`config.mk`:
```
export PLATFORM = sky130hd
export DESIGN_NAME = seq_shift_unit_flat
export DESIGN_NICKNAME = d
export VERILOG_FILES = /design/src/rtl/seq_shift_unit_if.sv /design/src/rtl/seq_shift_unit.sv /design/src/flat_wrapper.sv
export SDC_FILE = /design/constraint.sdc
export NUM_CORES = 1
export LEC_CHECK = 0
export CORE_ASPECT_RATIO = 0.8
export CORE_MARGIN = 2
export CORE_UTILIZATION = 42
export CTS_CLUSTER_SIZE = 28
export DETAILED_ROUTE_END_ITERATION = 8
export GPL_ROUTABILITY_DRIVEN = 0
export PLACE_DENSITY = 0.8
export SLEW_MARGIN = 0
export SYNTH_ARGS = -nofsm -noshare
export SYNTH_HDL_FRONTEND = slang
export SYNTH_SLANG_ARGS = --single-unit
```
`constraint.sdc`:
```
create_clock -name clk -period 1.9 [get_ports clk]
set_clock_uncertainty 0.05 [all_clocks]
set_input_delay 0.38 -clock clk [delete_from_list [all_inputs] [get_ports clk]]
set_output_delay 0.38 -clock clk [all_outputs]
set_load 0.03 [all_outputs]
```
`src/rtl/seq_shift_unit_if.sv`:
```
// Start/done handshake bundle between the control unit (master) and seq_shift_unit (slave).
interface seq_shift_unit_if #(
    parameter int WIDTH = 32
);
    logic             start;
    logic [2:0]       op;
    logic [WIDTH-1:0] operand;
    logic [31:0]      shiftBy;
    logic [WIDTH-1:0] result;
    logic             busy;
    logic             done;
    logic             err;

    modport master (
        output start, op, operand, shiftBy,
        input  result, busy, done, err
    );

    modport slave (
        input  start, op, operand, shiftBy,
        output result, busy, done, err
    );
endinterface

```
`src/rtl/seq_shift_unit.sv`:
```
// Iterative shift/rotate engine: one bit position per clock, start/done handshake.
// Define SEQ_SHIFT_ROTATE_EN to build ROR/ROL; otherwise those op codes are flagged illegal.
module seq_shift_unit #(
    parameter int WIDTH    = 32,
    parameter int AMT_BITS = 5
) (
    input  logic                   clk,
    input  logic                   clr,
    seq_shift_unit_if.slave        bus
);
    typedef enum logic [1:0] {
        S_IDLE  = 2'd0,
        S_SHIFT = 2'd1,
        S_DONE  = 2'd2
    } state_t;

    localparam logic [2:0] OP_SHR  = 3'd0;
    localparam logic [2:0] OP_SHRA = 3'd1;
    localparam logic [2:0] OP_SHL  = 3'd2;
`ifdef SEQ_SHIFT_ROTATE_EN
    localparam logic [2:0] OP_ROR  = 3'd3;
    localparam logic [2:0] OP_ROL  = 3'd4;
`endif

    state_t              state_q, state_d;
    logic [WIDTH-1:0]    result_q, result_d;
    logic [WIDTH-1:0]    step_val;
    logic [2:0]          op_q, op_d;
    logic [AMT_BITS-1:0] count_q, count_d;
    logic                err_q, err_d;
    logic                accept;
    logic                op_legal;
    logic [AMT_BITS-1:0] amt_in;
    logic                unused_shift_hi;

    assign amt_in          = bus.shiftBy[AMT_BITS-1:0];
    assign unused_shift_hi = ^bus.shiftBy[31:AMT_BITS];

`ifdef SEQ_SHIFT_ROTATE_EN
    assign op_legal = (bus.op <= OP_ROL);
`else
    assign op_legal = (bus.op <= OP_SHL);
`endif

    assign accept = bus.start && ((state_q == S_IDLE) || (state_q == S_DONE));

    // One-bit step; only legal ops ever reach SHIFT, so the default is unreachable.
    always_comb begin
        step_val = result_q;
        case (op_q)
            OP_SHR:  step_val = {1'b0, result_q[WIDTH-1:1]};
            OP_SHRA: step_val = {result_q[WIDTH-1], result_q[WIDTH-1:1]};
            OP_SHL:  step_val = {result_q[WIDTH-2:0], 1'b0};
`ifdef SEQ_SHIFT_ROTATE_EN
            OP_ROR:  step_val = {result_q[0], result_q[WIDTH-1:1]};
            OP_ROL:  step_val = {result_q[WIDTH-2:0], result_q[WIDTH-1]};
`endif
            default: step_val = result_q;
        endcase
    end

    always_comb begin
        state_d  = state_q;
        result_d = result_q;
        op_d     = op_q;
        count_d  = count_q;
        err_d    = err_q;
        if (accept) begin
            result_d = bus.operand;
            op_d     = bus.op;
            count_d  = amt_in;
            err_d    = !op_legal;
            state_d  = (op_legal && (amt_in != '0)) ? S_SHIFT : S_DONE;
        end else begin
            case (state_q)
                S_SHIFT: begin
                    result_d = step_val;
                    count_d  = count_q - AMT_BITS'(1);
                    if (count_q == AMT_BITS'(1)) begin
                        state_d = S_DONE;
                    end
                end
                S_DONE:  state_d = S_IDLE;
                default: state_d = S_IDLE;
            endcase
        end
    end

    always_ff @(posedge clk or posedge clr) begin
        if (clr) begin
            state_q  <= S_IDLE;
            result_q <= '0;
            op_q     <= '0;
            count_q  <= '0;
            err_q    <= 1'b0;
        end else begin
            state_q  <= state_d;
            result_q <= result_d;
            op_q     <= op_d;
            count_q  <= count_d;
            err_q    <= err_d;
        end
    end

    // busy/done decode straight from the state register, so they are mutually exclusive.
    assign bus.result = result_q;
    assign bus.busy   = (state_q == S_SHIFT);
    assign bus.done   = (state_q == S_DONE);
    assign bus.err    = err_q;
endmodule

```
`src/flat_wrapper.sv`:
```
// flat-port wrapper written by rule: the top's interface ports become plain ports
module seq_shift_unit_flat 
#(
    parameter int WIDTH    = 32,
    parameter int AMT_BITS = 5
)
  (clk, clr, bus_start, bus_op, bus_operand, bus_shiftBy, bus_result, bus_busy, bus_done, bus_err);
  seq_shift_unit_if #(.WIDTH(WIDTH)) bus_i ();
  input  logic clk;
  input  logic clr;
  input wire logic [$bits(bus_i.start)-1:0] bus_start;
  input wire logic [$bits(bus_i.op)-1:0] bus_op;
  input wire logic [$bits(bus_i.operand)-1:0] bus_operand;
  input wire logic [$bits(bus_i.shiftBy)-1:0] bus_shiftBy;
  output wire logic [$bits(bus_i.result)-1:0] bus_result;
  output wire logic [$bits(bus_i.busy)-1:0] bus_busy;
  output wire logic [$bits(bus_i.done)-1:0] bus_done;
  output wire logic [$bits(bus_i.err)-1:0] bus_err;
  assign bus_i.start = bus_start;
  assign bus_i.op = bus_op;
  assign bus_i.operand = bus_operand;
  assign bus_i.shiftBy = bus_shiftBy;
  assign bus_result = bus_i.result;
  assign bus_busy = bus_i.busy;
  assign bus_done = bus_i.done;
  assign bus_err = bus_i.err;
  seq_shift_unit #(.WIDTH(WIDTH), .AMT_BITS(AMT_BITS)) u_core (.clk(clk), .clr(clr), .bus(bus_i));
endmodule
```
==> Word level (Yosys, flattened, before mapping) <==
Index checks and enable logic that the tools add are counted.
{ "op_classes": {"n_addsub": 1, "order_cmp": 1, "eq_ne": 7, "muxes": 9, "n_reduce_logical": 12} }
{ "ops": {"columns": ["op", "n"], "rows": [
  ["case mux 32 bit (3 select lines)", 1],
  ["2-to-1 mux 32 bit", 2],
  ["2-to-1 mux 5 bit", 2],
  ["2-to-1 mux 2 bit", 4],
  ["== test 5 x 1 -> 1 bit, second input constant", 1],
  ["nonzero test 5 bit", 1],
  ["subtractor 5 x 1 -> 5 bit, second input constant", 1],
  ["nonzero test 4 bit", 1],
  ["== test 3 x 1 -> 1 bit, second input constant", 1],
  ["== test 3 x 2 -> 1 bit, second input constant", 1],
  ["less-or-equal comparator 3 x 2 -> 1 bit, second input constant", 1],
  ["logical NOT 3 bit", 1],
  ["inequality test 3 x 1 -> 1 bit, second input constant", 1],
  ["AND reduction 3 bit", 1],
  ["nonzero test 3 bit", 1],
  ["== test 2 x 1 -> 1 bit, second input constant", 1],
  ["== test 2 bit, second input constant", 1],
  ["logical AND 1 bit", 2],
  ["logical NOT 2 bit", 1],
  ["inequality test 2 x 1 -> 1 bit, second input constant", 1],
  ["AND reduction 2 bit", 1],
  ["nonzero test 2 bit", 1],
  ["logical NOT 1 bit", 1],
  ["logical OR 1 bit", 1]
]} }
{ "word_totals": {"ff_bits": 43, "in_bits": 70, "out_inout_bits": 35, "word_cells": 36} }

==> Longest topological paths before layout <==
{ "depth": {"depth_word": 5, "mapped_depth": 6} }

==> Least setup slack after synthesis <==
No wires, ideal clock.
{ "synth_timing": {"path_kind": "flip-flop to flip-flop", "from": "register u_core.state_q[1]", "to": "register u_core.count_q[3]", "arrival_time_ns": 1.630, "path_slack_ns": 0.094, "stages_incl_launch_ff": 6, "n_path_buf": 1, "synth_period_minus_slack_ns": 1.806, "cell_sequence": "dfrtp_1 -> or2b_1 -> buf_2 -> inv_1 -> mux2_2 -> a221o_1"} }
{ "synth_via": {"elab_cells_between_ends": 7, "cone_classes": "eq/ne (2); mux (1); reduce/logical (4)"} }
{ "synth_lines": {"columns": ["element", "line_no", "text"], "rows": [
  ["start: declaration", "seq_shift_unit.sv:25", "state_t state_q, state_d;"],
  ["start signal: assignment", "seq_shift_unit.sv:97", "state_q <= state_d;"],
  ["== test 2 x 1 -> 1 bit", null, null],
  ["net bus_busy", "flat_wrapper.sv:16", "output wire logic [$bits(bus_i.busy)-1:0] bus_busy;"],
  ["nonzero test 2 bit (no line)", null, null],
  ["end signal: assignment", "seq_shift_unit.sv:100", "count_q <= count_d;"],
  ["end: declaration", "seq_shift_unit.sv:29", "logic [AMT_BITS-1:0] count_q, count_d;"]
]} }
The timed path passes the listed nets, and every way through them passes these cells.
A chain may end at the register's enable or synchronous reset.

==> Final worst setup path <==
{ "layout_timing": {"from": "register u_core.result_q[18] (netlist: u_core.bus.result[18])", "to": "output bus_result[18]"} }
{ "layout_lines": {"columns": ["element", "line_no", "text"], "rows": [
  ["start: declaration", "seq_shift_unit.sv:26", "logic [WIDTH-1:0] result_q, result_d;"],
  ["start signal: assignment", "seq_shift_unit.sv:98", "result_q <= result_d;"],
  ["end: declaration", "flat_wrapper.sv:15", "output wire logic [$bits(bus_i.result)-1:0] bus_result;"]
]} }
No word-level cell between the ends.

==> summary.txt <==
Outcome
  • Status: finished clean

Routing
  • Final wirelength: 5.891 mm
  • Antenna viol nets, final: 0
  • Vias: 2177
  • Pre-Repair DR Iteration Count: 4
  • DRT iter0 DRCs: 88
  • Routed WL per cell: 14.91 µm
  • Drc violations: 0
  • Via-to-Cell Ratio: 5.511

Setup path
  • Crit path largest cell delay: 0.70 ns
  • Worst-path cell chain: clkdlybuf4s50_1
  • CP bufs+invs: 1
  • Crit path max-delay family: buffers and inverters
  • FF-to-FF End: u_core.bus.result[16]
  • Critical Path Source Type: register
  • WP data arrival: 1.41 ns
  • Reg2reg setup slack: 0.24 ns
  • Required time of the critical path: 1.47 ns
  • CP Capture Type: output pin
  • Worst r2r path cells: 3
  • CP Class: register to output pin
  • Worst reg2reg path startpoint: u_core.state_q[1]
  • Critical-path top delay cell: clkdlybuf4s50_1
  • CP max FO: 4

Global routing
  • GRT met1 Usage: 0.2618
  • GR Overflow Total: 0
  • Gr usage total: 0.1961
  • Met3 Usage GRT: 0.04901
  • Largest net degree at the start of global routing: 32
  • Met2 GRT Util: 0.3215
  • Antenna violations before repair: 0
  • GRT busiest layer: met2
  • First-pass GRT wire length: 9.584 mm
  • Number of global-route vias before repair: 2091

CTS
  • Post-CTS Setup Bufs: 0
  • CTS sink cnt: 43
  • Clk buf depth: 2
  • # H-tree levels: 2
  • CTS tree: yes
  • Worst skew pair latency: 0.29 ns
  • Root buf cell: clkbuf_8
  • Num CTS Buffers: 5
  • Hold_buf cts: 0
  • Clock transition at path regs: 0.07 ns

Timing
  • Final max-slew violation count: 0
  • # setup viols final: 0
  • Crit share post-route: 0.9664
  • Hold Slack: 0.3524 ns
  • FMAX: 544.6 MHz
  • Setup TNS: 0 ns
  • Final Hold Fails: 0
  • Min Tclk post-route: 1.836 ns
  • Worst Max-Slew Pin Slew: 0.4336 ns
  • Slew HR: 0.7099
  • RSZ-0062 raised after global routing: false

Cells and area
  • # nets final: 390
  • Non-Filler Instances: 395
  • Share of layout cells above drive strength 1: 0.1609
  • # diodes: 0
  • Area grow syn2layout: 40.70%

Power and ir drop
  • Clock power frac: 0.093
  • Flop pwr share: 0.318
  • Peak VDD IR: 819.7 µV
  • Switching power: 2.601 mW
  • Switching portion of total power: 0.4527
  • Total power: 5.745 mW
  • Leak Pwr: 1.365 nW
  • Power Dens Cells: 1729 nW/µm²
  • Combinational power share: 0.590
  • Pint: 3.144 mW

Logic synthesis
  • Synth warn: 0
  • Area contributors post-synth: dfrtp_1 46%, o221a_2 7.6%, a221oi_2 6.4%, nor2_1 5.4%, nor3b_1 5.4%
  • Post-synth top area share: 0.4557
  • EDFF count, synth: 0
  • Synthesized area per cell: 9.756 µm²
  • Share of flip-flops with an asynchronous set or reset: 1.000
  • Sequential element share of the synthesized area: 0.4557
  • Synth Net Count: 314
  • Post-synth top flop: dfrtp_1
  • Synth Instances: 242
  • Top post-synthesis cells by count: 43 x dfrtp_1, 34 x nor2_1, 19 x inv_1, 19 x o21ai_0, 17 x nor3b_1
  • Cell taking the most area after synthesis: dfrtp_1
  • Number of synthesized register bits: 43
  • Cell variety after synth: 38
  • Top-count cell post-synth: dfrtp_1
  • Mapped cell area: 2361 µm²

Floorplan
  • CORE AREA: 5435 µm²
  • # rows: 24
  • DIE AREA: 6241 µm²
  • # IOs: 105
  • Die Span Y: 71.06 µm
  • Starting Density: 0.4344
  • Die width: 87.83 µm

Run
  • Max Cap Viol: 0

Place
  • DP Cell Count: 389
  • IO buf count: 77
  • Hpwl dp: 4.256 mm

Worst hold path
  • Hold Path Class: primary input to async pin
## cell type report
class	instances	area (µm²)
fillers	474	2113
multi-input cells	160	1130
flip-flops and latches	43	1076
repair buffers	89	874.6
well taps	78	97.59
clock buffers	6	72.57
inverters	19	71.32
## power groups by stage
stage / clock (mW) / combinational, mW / sequential [mW]
after floorplan: 0 / 1.61 / 2.41
after global placement: 0 / 3.34 / 1.82
after detailed placement: 0 / 3.42 / 1.84
after CTS: 0.556 / 3.42 / 1.82
after global routing: 0.587 / 3.64 / 1.90
final: 0.532 / 3.39 / 1.82
## cell families after synthesis
| logic type | Yosys count | synth area share |
|---|---|---|
| flip-flops | 43 | 0.4557 |
| AO/OA/AOI/OAI | 76 | 0.2809 |
| buffers and inverters | 39 | 0.06889 |
| adder cells (fa/ha/maj) | 2 | 0.01060 |
| multiplexers | 2 | 0.009009 |
| AND/OR/NAND/NOR | 80 | 0.1749 |
## per-layer routing
layer | share of wire | vias to the layer above
li1 | - | 1047
met1 | 0.46 | 1066
met2 | 0.48 | 62
met3 | 0.054 | 2
met4 | 0.0051 | 0
met5 | 0 | -
## registers in the layout, summed over array words and instances, names as in the netlist
name / flops
u_core.state_q: 2
u_core.op_q: 3
u_core.bus.err: 1
u_core.count_q: 5
u_core.bus.result: 32
## how the worst max path moves through the flow
stage	to	startpoint	cells past startpoint
after global routing	bus_result[14]	u_core.bus.result[14]	1
after floorplan	u_core.count_q[3]	u_core.state_q[1]	5
after CTS	bus_result[17]	u_core.bus.result[17]	1
after detailed placement	u_core.state_q[1]	bus_shiftBy[2]	4
final	bus_result[18]	u_core.bus.result[18]	1
after global placement	u_core.state_q[1]	bus_shiftBy[2]	4
## through the flow
| step | setup slack (ns) | cell area (µm²) | util |
|---|---|---|---|
| 2_1_floorplan | 0.09436 | 2361 | - |
| 3_3_place_gp | 0.07283 | 3246 | 0.5971 |
| 6_report | 0.06378 | 3322 | 0.6112 |
| 4_1_cts | 0.02017 | 3317 | 0.6103 |
| 3_5_place_dp | 0.04017 | 3246 | 0.5971 |
| 5_1_grt | 0.0003958 | 3322 | 0.6112 |
## cell usage in the layout, fill, tap and decap left out, types with 2 or more instances in the layout
cell type        instances
a221oi_1                 4
o21ai_0                 19
inv_1                   18
dlymetal6s2s_1           2
nor2_1                  34
a221o_1                  2
nor3b_1                 16
nand2b_1                 2
dfrtp_1                 43
o22ai_1                 14
and2b_1                  2
o221a_2                 16
buf_4                   12
or3_1                    3
clkbuf_8                 5
clkdlybuf4s50_1         73
a221oi_2                10
a21oi_1                  2
or4_1                    2
ha_1                     2
a31oi_1                  2
nand2_1                 13
## repair_timing
action	in CTS	in global routing
gates cloned	0	0
gates resized for setup	1	2
endpoints found under the setup margin	1	2
Note: power is estimated with default switching activity, not from simulation.
